`src/rtl/td4_exec_ctrl.sv`:
```
// td4_exec_ctrl
// Execution controller for a TD4-style 4-bit CPU. It decodes the ROM
// instruction, selects the source operand, adds the immediate, keeps the
// carry flag and drives the shared data bus plus the active-low register
// loads. A pacing FSM decides when an instruction executes. In run mode it
// fires once every CLK_DIV clocks. In single-step mode it fires once per
// press of the debounced step button.
//
// Interface timing: exec is a one-clock strobe. Registers downstream capture
// alu_out on the clk edge that ends the exec cycle, and only where the
// matching load_n bit is low. alu_out itself is combinational at all times.
// dbg_state exposes the pacing FSM state to bound checkers.

module td4_exec_ctrl #(
  parameter int CLK_DIV = 4
) (
  input  logic       clk,
  input  logic       rst,
  input  logic [7:0] inst,
  input  logic [3:0] reg_a,
  input  logic [3:0] reg_b,
  input  logic [3:0] in_port,
  input  logic       mode_step,
  input  logic       step_btn,
  output logic [3:0] alu_out,
  output logic [3:0] load_n,
  output logic       pc_inc,
  output logic       carry,
  output logic       exec,
  output logic [1:0] dbg_state
);

  // Divider counter width. A width of at least one bit keeps CLK_DIV=1 legal.
  localparam int CW = (CLK_DIV > 1) ? $clog2(CLK_DIV) : 1;
  localparam logic [CW-1:0] CNT_LAST = CW'(CLK_DIV - 1);

  typedef enum logic [1:0] {
    ST_IDLE  = 2'd0,
    ST_RUN   = 2'd1,
    ST_ARMED = 2'd2
  } state_t;

  state_t        state_q, state_d;
  logic [CW-1:0] cnt_q, cnt_d;
  logic [2:0]    sync_q;     // [0],[1] = two-flop synchroniser, [2] = edge history
  logic          step_rise;
  logic          exec_q, exec_d;
  logic          carry_q;

  // Decode signals
  logic [3:0] opcode;
  logic [3:0] imm;
  logic [1:0] src_sel;
  logic [3:0] src_val;
  logic [4:0] sum;
  logic       ld_a, ld_b, ld_out, ld_jmp, is_jnc;
  logic       pc_load;
  logic       exec_v;

  assign step_rise = sync_q[1] & ~sync_q[2];

  // Pacing FSM state register
  always_ff @(posedge clk) begin
    if (rst) state_q <= ST_IDLE;
    else     state_q <= state_d;
  end

  // Pacing FSM next-state logic. A step edge is honoured only from IDLE.
  always_comb begin
    state_d = state_q;
    case (state_q)
      ST_IDLE: begin
        if (!mode_step)     state_d = ST_RUN;
        else if (step_rise) state_d = ST_ARMED;
      end
      ST_RUN: begin
        if (mode_step) state_d = ST_IDLE;
      end
      ST_ARMED: begin
        state_d = mode_step ? ST_IDLE : ST_RUN;
      end
      default: state_d = ST_IDLE;
    endcase
  end

  // Pacing FSM outputs: divider count and the execute request.
  // The counter counts only in run mode and is held at zero in step mode,
  // so a switch back to run mode always starts a fresh CLK_DIV period.
  always_comb begin
    cnt_d  = '0;
    exec_d = 1'b0;
    if (!mode_step) begin
      if (cnt_q == CNT_LAST) begin
        cnt_d  = '0;
        exec_d = 1'b1;
      end else begin
        cnt_d = cnt_q + CW'(1);
      end
    end else if (state_q == ST_IDLE && step_rise) begin
      exec_d = 1'b1;
    end
  end

  // Divider, step synchroniser and registered execute strobe
  always_ff @(posedge clk) begin
    if (rst) begin
      cnt_q  <= '0;
      sync_q <= 3'b000;
      exec_q <= 1'b0;
    end else begin
      cnt_q  <= cnt_d;
      sync_q <= {sync_q[1:0], step_btn};
      exec_q <= exec_d;
    end
  end

  assign opcode = inst[7:4];
  assign imm    = inst[3:0];

  // Instruction decode: source select, adder, destination flags.
  // JNC is encoded with select field 10, but it adds the immediate to zero.
  always_comb begin
    src_sel = opcode[1:0];
    if (opcode == 4'b1110) src_sel = 2'b11;
    case (src_sel)
      2'b00:   src_val = reg_a;
      2'b01:   src_val = reg_b;
      2'b10:   src_val = in_port;
      default: src_val = 4'h0;
    endcase
    sum    = {1'b0, src_val} + {1'b0, imm};
    ld_a   = 1'b0;
    ld_b   = 1'b0;
    ld_out = 1'b0;
    ld_jmp = 1'b0;
    is_jnc = 1'b0;
    case (opcode)
      4'b0000, 4'b0001, 4'b0010, 4'b0011: ld_a   = 1'b1;
      4'b0100, 4'b0101, 4'b0110, 4'b0111: ld_b   = 1'b1;
      4'b1001, 4'b1011:                   ld_out = 1'b1;
      4'b1111:                            ld_jmp = 1'b1;
      4'b1110:                            is_jnc = 1'b1;
      default: ;  // 1000, 1010, 1100, 1101 are NOPs
    endcase
  end

  // Strobe is masked during a reset cycle so that no load can escape.
  assign exec_v  = exec_q & ~rst;
  // JNC tests the carry held before this cycle's update.
  assign pc_load = ld_jmp | (is_jnc & ~carry_q);

  // Register load strobes and PC count enable
  always_comb begin
    load_n = 4'b1111;
    pc_inc = 1'b0;
    if (exec_v) begin
      load_n = ~{pc_load, ld_out, ld_b, ld_a};
      pc_inc = ~pc_load;
    end
  end

  // Carry flag: updated from the adder on every exec cycle, held otherwise
  always_ff @(posedge clk) begin
    if (rst)         carry_q <= 1'b0;
    else if (exec_q) carry_q <= sum[4];
  end

  assign alu_out   = sum[3:0];
  assign carry     = carry_q;
  assign exec      = exec_v;
  assign dbg_state = state_q;

endmodule

```
`config.mk`:
```
export PLATFORM = sky130hd
export DESIGN_NAME = td4_exec_ctrl
export DESIGN_NICKNAME = d
export VERILOG_FILES = /design/src/rtl/td4_exec_ctrl.sv
export SDC_FILE = /design/constraint.sdc
export NUM_CORES = 1
export LEC_CHECK = 0
export CAP_MARGIN = 30
export CORE_MARGIN = 1.5
export CORE_UTILIZATION = 35
export DETAILED_ROUTE_END_ITERATION = 12
export PLACE_DENSITY = 0.75
export RECOVER_POWER = 100
export REMOVE_ABC_BUFFERS = 1
export SKIP_LAST_GASP = 1
export SLEW_MARGIN = 10
export SYNTH_ARGS = -nofsm -noshare
export SYNTH_HDL_FRONTEND = slang
export SYNTH_SLANG_ARGS = --single-unit
```
`constraint.sdc`:
```
create_clock -name clk -period 4.85 [get_ports clk]
set_clock_uncertainty 0.15 [all_clocks]
set_input_delay 0.97 -clock clk [delete_from_list [all_inputs] [get_ports clk]]
set_output_delay 0.97 -clock clk [all_outputs]
set_load 0.01 [all_outputs]
```
==> metrics.cfg, run 1 <==
[run_status]
outcome = finished clean

[drt]
wl_per_cell_um = 11.9
first_pass_iters = 4
wl_um = 1480
vias = 581
drt_iter0_drc = 3
ant_nets = 0
vias_per_cell = 4.69
drc = 0

[sta]
maxSlewHeadroom_pct = 75.7
slew_viol_final = 0
holdWs_ns = 0.283
rsz0062_at_grt = no
fin_ws_ns = 0.207
setup_tns_ns = 0
setup_violations = 0
hold_viol = 0
worst_pin_slew_ns = 0.364
fin_crit_ns = 4.64
clock.fmax_mhz = 215
final.period_utilization_pct = 95.7

[clocking]
clk_latency_ns = 0.26
clock_path_buffers = 2
ctsRootBufferMaster = clkbuf_4
cts_tree = done
cts.sinks = 9
path_clk_slew_ns = 0.06
cts_resized = 0
h-tree-depth = 1
cts_buffers = 3
postCtsHoldBufs = 0
post_cts.repair.setup_buffers = 0

[min_path]
hold_class = reg2reg

[global_routing]
grt-ovfl-total = 0
grtUsageMet2_pct = 25.9
grt_pass1_vias = 572
antenna_found_initial = 0
gr-usage-met1_pct = 17.9
grt_use_met3_pct = 3.57
gr-max-usage-layer = met2
grt_start_max_net_pins = 10
track_usage_pct = 15.9
grt_pass1_wl_um = 2360

[yosys]
ys_ff_latch = 9
synthFlopType = dfxtp_1
synth_cell_type_count = 25
syn_inst = 65
yosysWarnings = 0
synth-edff-count = 0
synth.avg_cell_area_um2 = 9.78
synth-async-reset-ratio_pct = 0
synth_area_um2 = 636
seq_area_frac_synth_pct = 28.3

[floorplan]
start_util_pct = 37.2
ios = 37
rows = 15
core_um2 = 1710
dieHeight_um = 45.6
die-area_um2 = 2080
die_w_um = 45.6

[placed_design]
io_buffers = 36
post_dp_cell_area_um2 = 977
preCtsSetupSlack_ns = 0.271
dp_hpwl_um = 1210
gp_congestion = 0.736

[power]
p_per_area_nw_per_um2 = 209
irDropWorstVdd_mv = 0.158
p_leak_uw = 0.000442

[final_layout]
n_antenna_cell = 0
finish.instance_area_um2 = 996
fin_nets = 130
final_layout_size_suffix_gt1_share_pct = 9.09
syn_to_final_growth_pct = 56.7
nFillCells = 163

[setup_path]
cp.required_ns = 3.73
cp_data_arrival_time_ns = 3.52
crit_type = in2out
cp_max_fo = 5
cp-end-kind = output pin
cp-start-kind = input pin

[flow_run]
cap_violations = 0

[cells in the mapped netlist, types with 2 or more instances]
master,number,share of area [%]
nor2b_1,3,3.0
nor2_1,9,5.3
buf_6,2,3.5
mux2i_1,4,6.3
a21oi_1,4,3.1
mux2_4,4,9.4
inv_1,2,1.2
buf_4,4,4.7
a211oi_1,2,2.4
a21o_1,3,3.5
ha_1,5,9.8
nand3_1,2,1.6
dfxtp_1,9,28
[power by group]
group | internal, µW | total, µW | switching (µW)
sequential | 76.6 | 77.8 | 1.23
clock | 31.7 | 57.4 | 25.7
combinational | 45.7 | 73.3 | 27.6
total | 154 | 209 | 54.6
[critical path, stage by stage]
cell and delay, ns:
dlygate4sd3_1 0.62, buf_4 0.18, a21oi_1 0.04, nor2b_1 0.22, nor2_1 0.08, ha_1 0.21, fa_1 0.42, xor2_1 0.21
clkdlybuf4s50_1 0.57
[worst paths after layout]
path,from,end,slack (ns),depth (start not counted)
min,cnt_q[0],cnt_q[0],0.28,1
min reg2reg,cnt_q[0],cnt_q[0],0.28,1
max reg2reg,sync_q[1],exec_q,3.84,3
max,inst[4],alu_out[2],0.21,9
[cells in the final DEF (no fill, tap or decap), drive strengths merged]
| cell type | instances |
|---|---|
| clkdlybuf4s50 | 25 |
| fa | 1 |
| inv | 2 |
| nand3 | 2 |
| nor2b | 4 |
| xnor2 | 1 |
| or3 | 1 |
| nand2b | 1 |
| nand2 | 1 |
| a21oi | 4 |
| a21o | 3 |
| dfxtp | 9 |
| clkbuf | 4 |
| ha | 5 |
| mux2i | 4 |
| and4b | 1 |
| nand3b | 1 |
| mux2 | 4 |
| a211oi | 2 |
| buf | 1 |
| nor4 | 1 |
| xor2 | 1 |
| nor4b | 1 |
| nor2 | 9 |
| dlygate4sd3 | 11 |
[per-stage QoR]
stage	utilization [%]	cells	total power, µW
after global routing	58.3	124	220
after detailed placement	57.2	120	155
final	58.3	124	209
after floorplan	-	58	111
after global placement	57.2	120	153
after CTS	58.8	124	214
[layer usage]
| layer | part of all wire (%) | vias up | routed length (µm) |
|---|---|---|---|
| li1 | - | 289 | - |
| met2 | 47 | 32 | 689 |
| met3 | 11 | 4 | 164 |
| met4 | 2.4 | 0 | 36 |
| met5 | 0 | - | 0 |
| met1 | 40 | 256 | 589 |
[logic make-up (layout without fill, tap and decap cells)]
group | Yosys count | in the layout | share of synthesized area, %
buf+inv | 9 | 43 | 10.2
xor+xnor | 2 | 2 | 2.76
fa+ha+maj | 6 | 6 | 13.0
mux | 8 | 8 | 15.7
compound gates | 9 | 9 | 9.05
flops | 9 | 9 | 28.3
simple gates | 22 | 22 | 20.9
[area by class of cell]
cell class                      instances  area (µm²)  share of cell area [%]
Clock buffer                            4        26.3                    2.64
Inverter                                2        7.51                   0.754
Multi-Input combinational cell         47         383                    38.4
Sequential cell                         9         180                    18.1
Tap cell                               25        31.3                    3.14
Timing Repair Buffer                   37         368                    36.9
[state kept, by name, indices dropped and copies added, names as in the netlist]
name       count
dbg_state      2
exec_q         1
carry          1
sync_q         3
cnt_q          2
(Power assumes the default switching activity.)
==> run 2: changes to the inputs <==
--- a/config.mk
+++ b/config.mk
@@ -8,6 +8,7 @@
 export CAP_MARGIN = 30
 export CORE_MARGIN = 1.5
 export CORE_UTILIZATION = 35
+export CTS_CLUSTER_SIZE = 10
 export DETAILED_ROUTE_END_ITERATION = 12
 export PLACE_DENSITY = 0.75
 export RECOVER_POWER = 100
==> results of run 2 <==
The final DEF is identical to that of run 1; final timing and power are the same.
==> run 3: changes to the inputs <==
--- a/config.mk
+++ b/config.mk
@@ -6,11 +6,12 @@
 export NUM_CORES = 1
 export LEC_CHECK = 0
 export CAP_MARGIN = 30
-export CORE_MARGIN = 1.5
-export CORE_UTILIZATION = 35
+export CORE_MARGIN = 4
+export CORE_UTILIZATION = 33
 export CTS_CLUSTER_SIZE = 10
 export DETAILED_ROUTE_END_ITERATION = 12
-export PLACE_DENSITY = 0.75
+export GPL_TIMING_DRIVEN = 0
+export PLACE_DENSITY = 0.74
 export RECOVER_POWER = 100
 export REMOVE_ABC_BUFFERS = 1
 export SKIP_LAST_GASP = 1
==> constraint.sdc (replaced) <==
create_clock -name clk -period 3.9 [get_ports clk]
set_clock_uncertainty 0.15 [all_clocks]
set_input_delay 0.78 -clock clk [delete_from_list [all_inputs] [get_ports clk]]
set_output_delay 0.78 -clock clk [all_outputs]
set_load 0.01 [all_outputs]
==> metrics.cfg, run 3 (synthesis gave the netlist of run 1 again) <==
[sta]
setup_violations = 0  ; unchanged
maxSlewHeadroom_pct = 75.9  ; +0.24 points
fin_crit_ns = 3.81
slew_viol_final = 0  ; unchanged
hold_viol = 0  ; unchanged
worst_pin_slew_ns = 0.360  ; -0.00355 ns
final.period_utilization_pct = 97.7
clock.fmax_mhz = 262

[drt]
vias = 577  ; -0.69%
drt_iter0_drc = 4  ; +1
ant_nets = 0  ; unchanged
vias_per_cell = 4.62  ; -1.5%
first_pass_iters = 4  ; unchanged
wl_um = 1540  ; +4.1%
drc = 0  ; unchanged
wl_per_cell_um = 12.3  ; +3.3%

[floorplan]
ios = 37  ; unchanged
dieHeight_um = 51.9  ; +14%
die-area_um2 = 2690  ; +29%
core_um2 = 1780  ; +4.4%
rows = 15  ; unchanged
start_util_pct = 35.6  ; -1.6 points
die_w_um = 51.9  ; +14%

[clocking]
ctsRootBufferMaster = clkbuf_4
cts_buffers = 3  ; unchanged
clk_latency_ns = 0.25  ; about the same
clock_path_buffers = 2  ; unchanged
cts.sinks = 9  ; unchanged
cts_tree = done
path_clk_slew_ns = 0.06  ; about the same
h-tree-depth = 1  ; unchanged

[setup_path]
cp_data_arrival_time_ns = 2.88  ; -0.64 ns
cp.required_ns = 2.97  ; -0.76 ns
cp-start-kind = input pin
cp_max_fo = 5  ; unchanged
cp-end-kind = output pin
crit_type = in2out

[final_layout]
n_antenna_cell = 0  ; unchanged
top_register = sync_q
syn_to_final_growth_pct = 59.8
final_layout_size_suffix_gt1_share_pct = 15.0  ; +5.9 points
fin_nets = 131  ; +0.77%
final_util_pct = 57.0  ; -1.3 points
largest_reg_flops = 3  ; unchanged
final_cell_mix = clkdlybuf4s50_1 (21), dlygate4sd3_1 (10), dfxtp_1 (9)
finish.instance_area_um2 = 1020  ; +2.0%
layout_commonest_cell = clkdlybuf4s50_1

[global_routing]
gr-max-usage-layer = met2
grt_start_max_net_pins = 10  ; unchanged
grt-ovfl-total = 0  ; unchanged
antenna_found_initial = 0  ; unchanged
track_usage_pct = 11.7  ; -4.2 points
grt_pass1_wl_um = 2390  ; +1.5%
grtUsageMet2_pct = 19.7  ; -6.3 points
grt_pass1_vias = 548  ; -4.2%
gr-usage-met1_pct = 13.7  ; -4.2 points
grt_use_met3_pct = 4.01  ; +0.44 points

[power]
combPwrFrac_pct = 35.4  ; +0.2 points
p_leak_uw = 0.000459  ; +3.8%
irDropWorstVdd_mv = 0.244  ; +55%
pwr-share-seq_pct = 37.9  ; +0.6 points
switching_share_pct = 25.7  ; -0.41 points
clkPwrFrac_pct = 26.8  ; -0.7 points
switchingPower_uw = 65.8  ; +21%
p_per_area_nw_per_um2 = 251  ; +20%
internal_power_uw = 190  ; +23%

[flow_run]
cap_violations = 0  ; unchanged

[placed_design]
io_buffers = 36  ; unchanged
dp_hpwl_um = 1260  ; +4.1%
post_dp_cell_area_um2 = 970  ; -0.77%
gp_congestion = 0.704  ; -4.4%

[min_path]
hold_class = reg2reg

[run_status]
outcome = finished clean

run 3: cell types whose count changed in the layout (fill, tap and decap cells not counted), moves of 2 or more:
cell | previous run | this run
clkdlybuf4s50_1 | 25 | 21
dlygate4sd2_1 | 0 | 3
mux2i_1 | 4 | 2
mux2i_2 | 0 | 2
run 3: path summary, 6_finish.rpt:
check             from          to  slack (ns)  cells after the start
min           cnt_q[0]    cnt_q[0]        0.29                      1
min reg2reg   cnt_q[0]    cnt_q[0]        0.29                      1
max            inst[7]  alu_out[1]        0.09                      7
max reg2reg  sync_q[1]      exec_q        2.87                      3
run 3: layout make-up:
type	count	area [µm²]
Timing Repair Buffer	38	375
Multi-Input combinational cell	47	395
Inverter	2	7.51
Clock buffer	4	26.3
Fill cell	172	767
Sequential cell	9	180
Tap cell	25	31.3
run 3: per-layer routing:
metal / routed length, µm / vias to the layer above / part of all wire [%]
met1: 676 / 257 / 44
met4: 0 / 0 / 0
met2: 671 / 26 / 44
met5: 0 / - / 0
li1: - / 294 / -
met3: 193 / 0 / 13
run 3: power by group through the flow:
| stage | registers (µW) | logic, µW | clock network, µW |
|---|---|---|---|
| 6_report | 96.7 | 90.3 | 68.4 |
| 5_1_grt | 97.0 | 97.6 | 76.7 |
| 3_3_place_gp | 98.7 | 90.4 | 0 |
| 2_1_floorplan | 99.1 | 39.4 | 0 |
| 4_1_cts | 96.8 | 90.8 | 73.5 |
| 3_5_place_dp | 98.9 | 92.2 | 0 |
run 3: worst max-delay path: stages:
cell and delay [ns]:
clkdlybuf4s50_1 0.53, a21oi_1 0.11, nor2b_2 0.17, nor2_1 0.07
ha_1 0.20, fa_1 0.48, clkdlybuf4s50_1 0.53
run 3: what timing repair did:
action | 4_1_cts | 5_1_grt
hold buffers | 0 | 0
resized for setup | 9 | 2
setup endpoints to repair | 3 | 1
pin swaps | 0 | 0
buffers inserted | 1 | 1
run 3: per-stage QoR:
stage	TNS (ns)	hold slack (ns)	cells	setup WS [ns]	power (µW)
floorplan	0	0.255	58	0.910	138
global placement	-0.959	0.263	119	-0.372	189
detailed placement	-0.997	0.283	119	-0.378	191
CTS	0	0.291	124	0.0648	261
global route	-0.00308	0.304	125	-0.00308	271
finish	0	0.288	125	0.0893	255
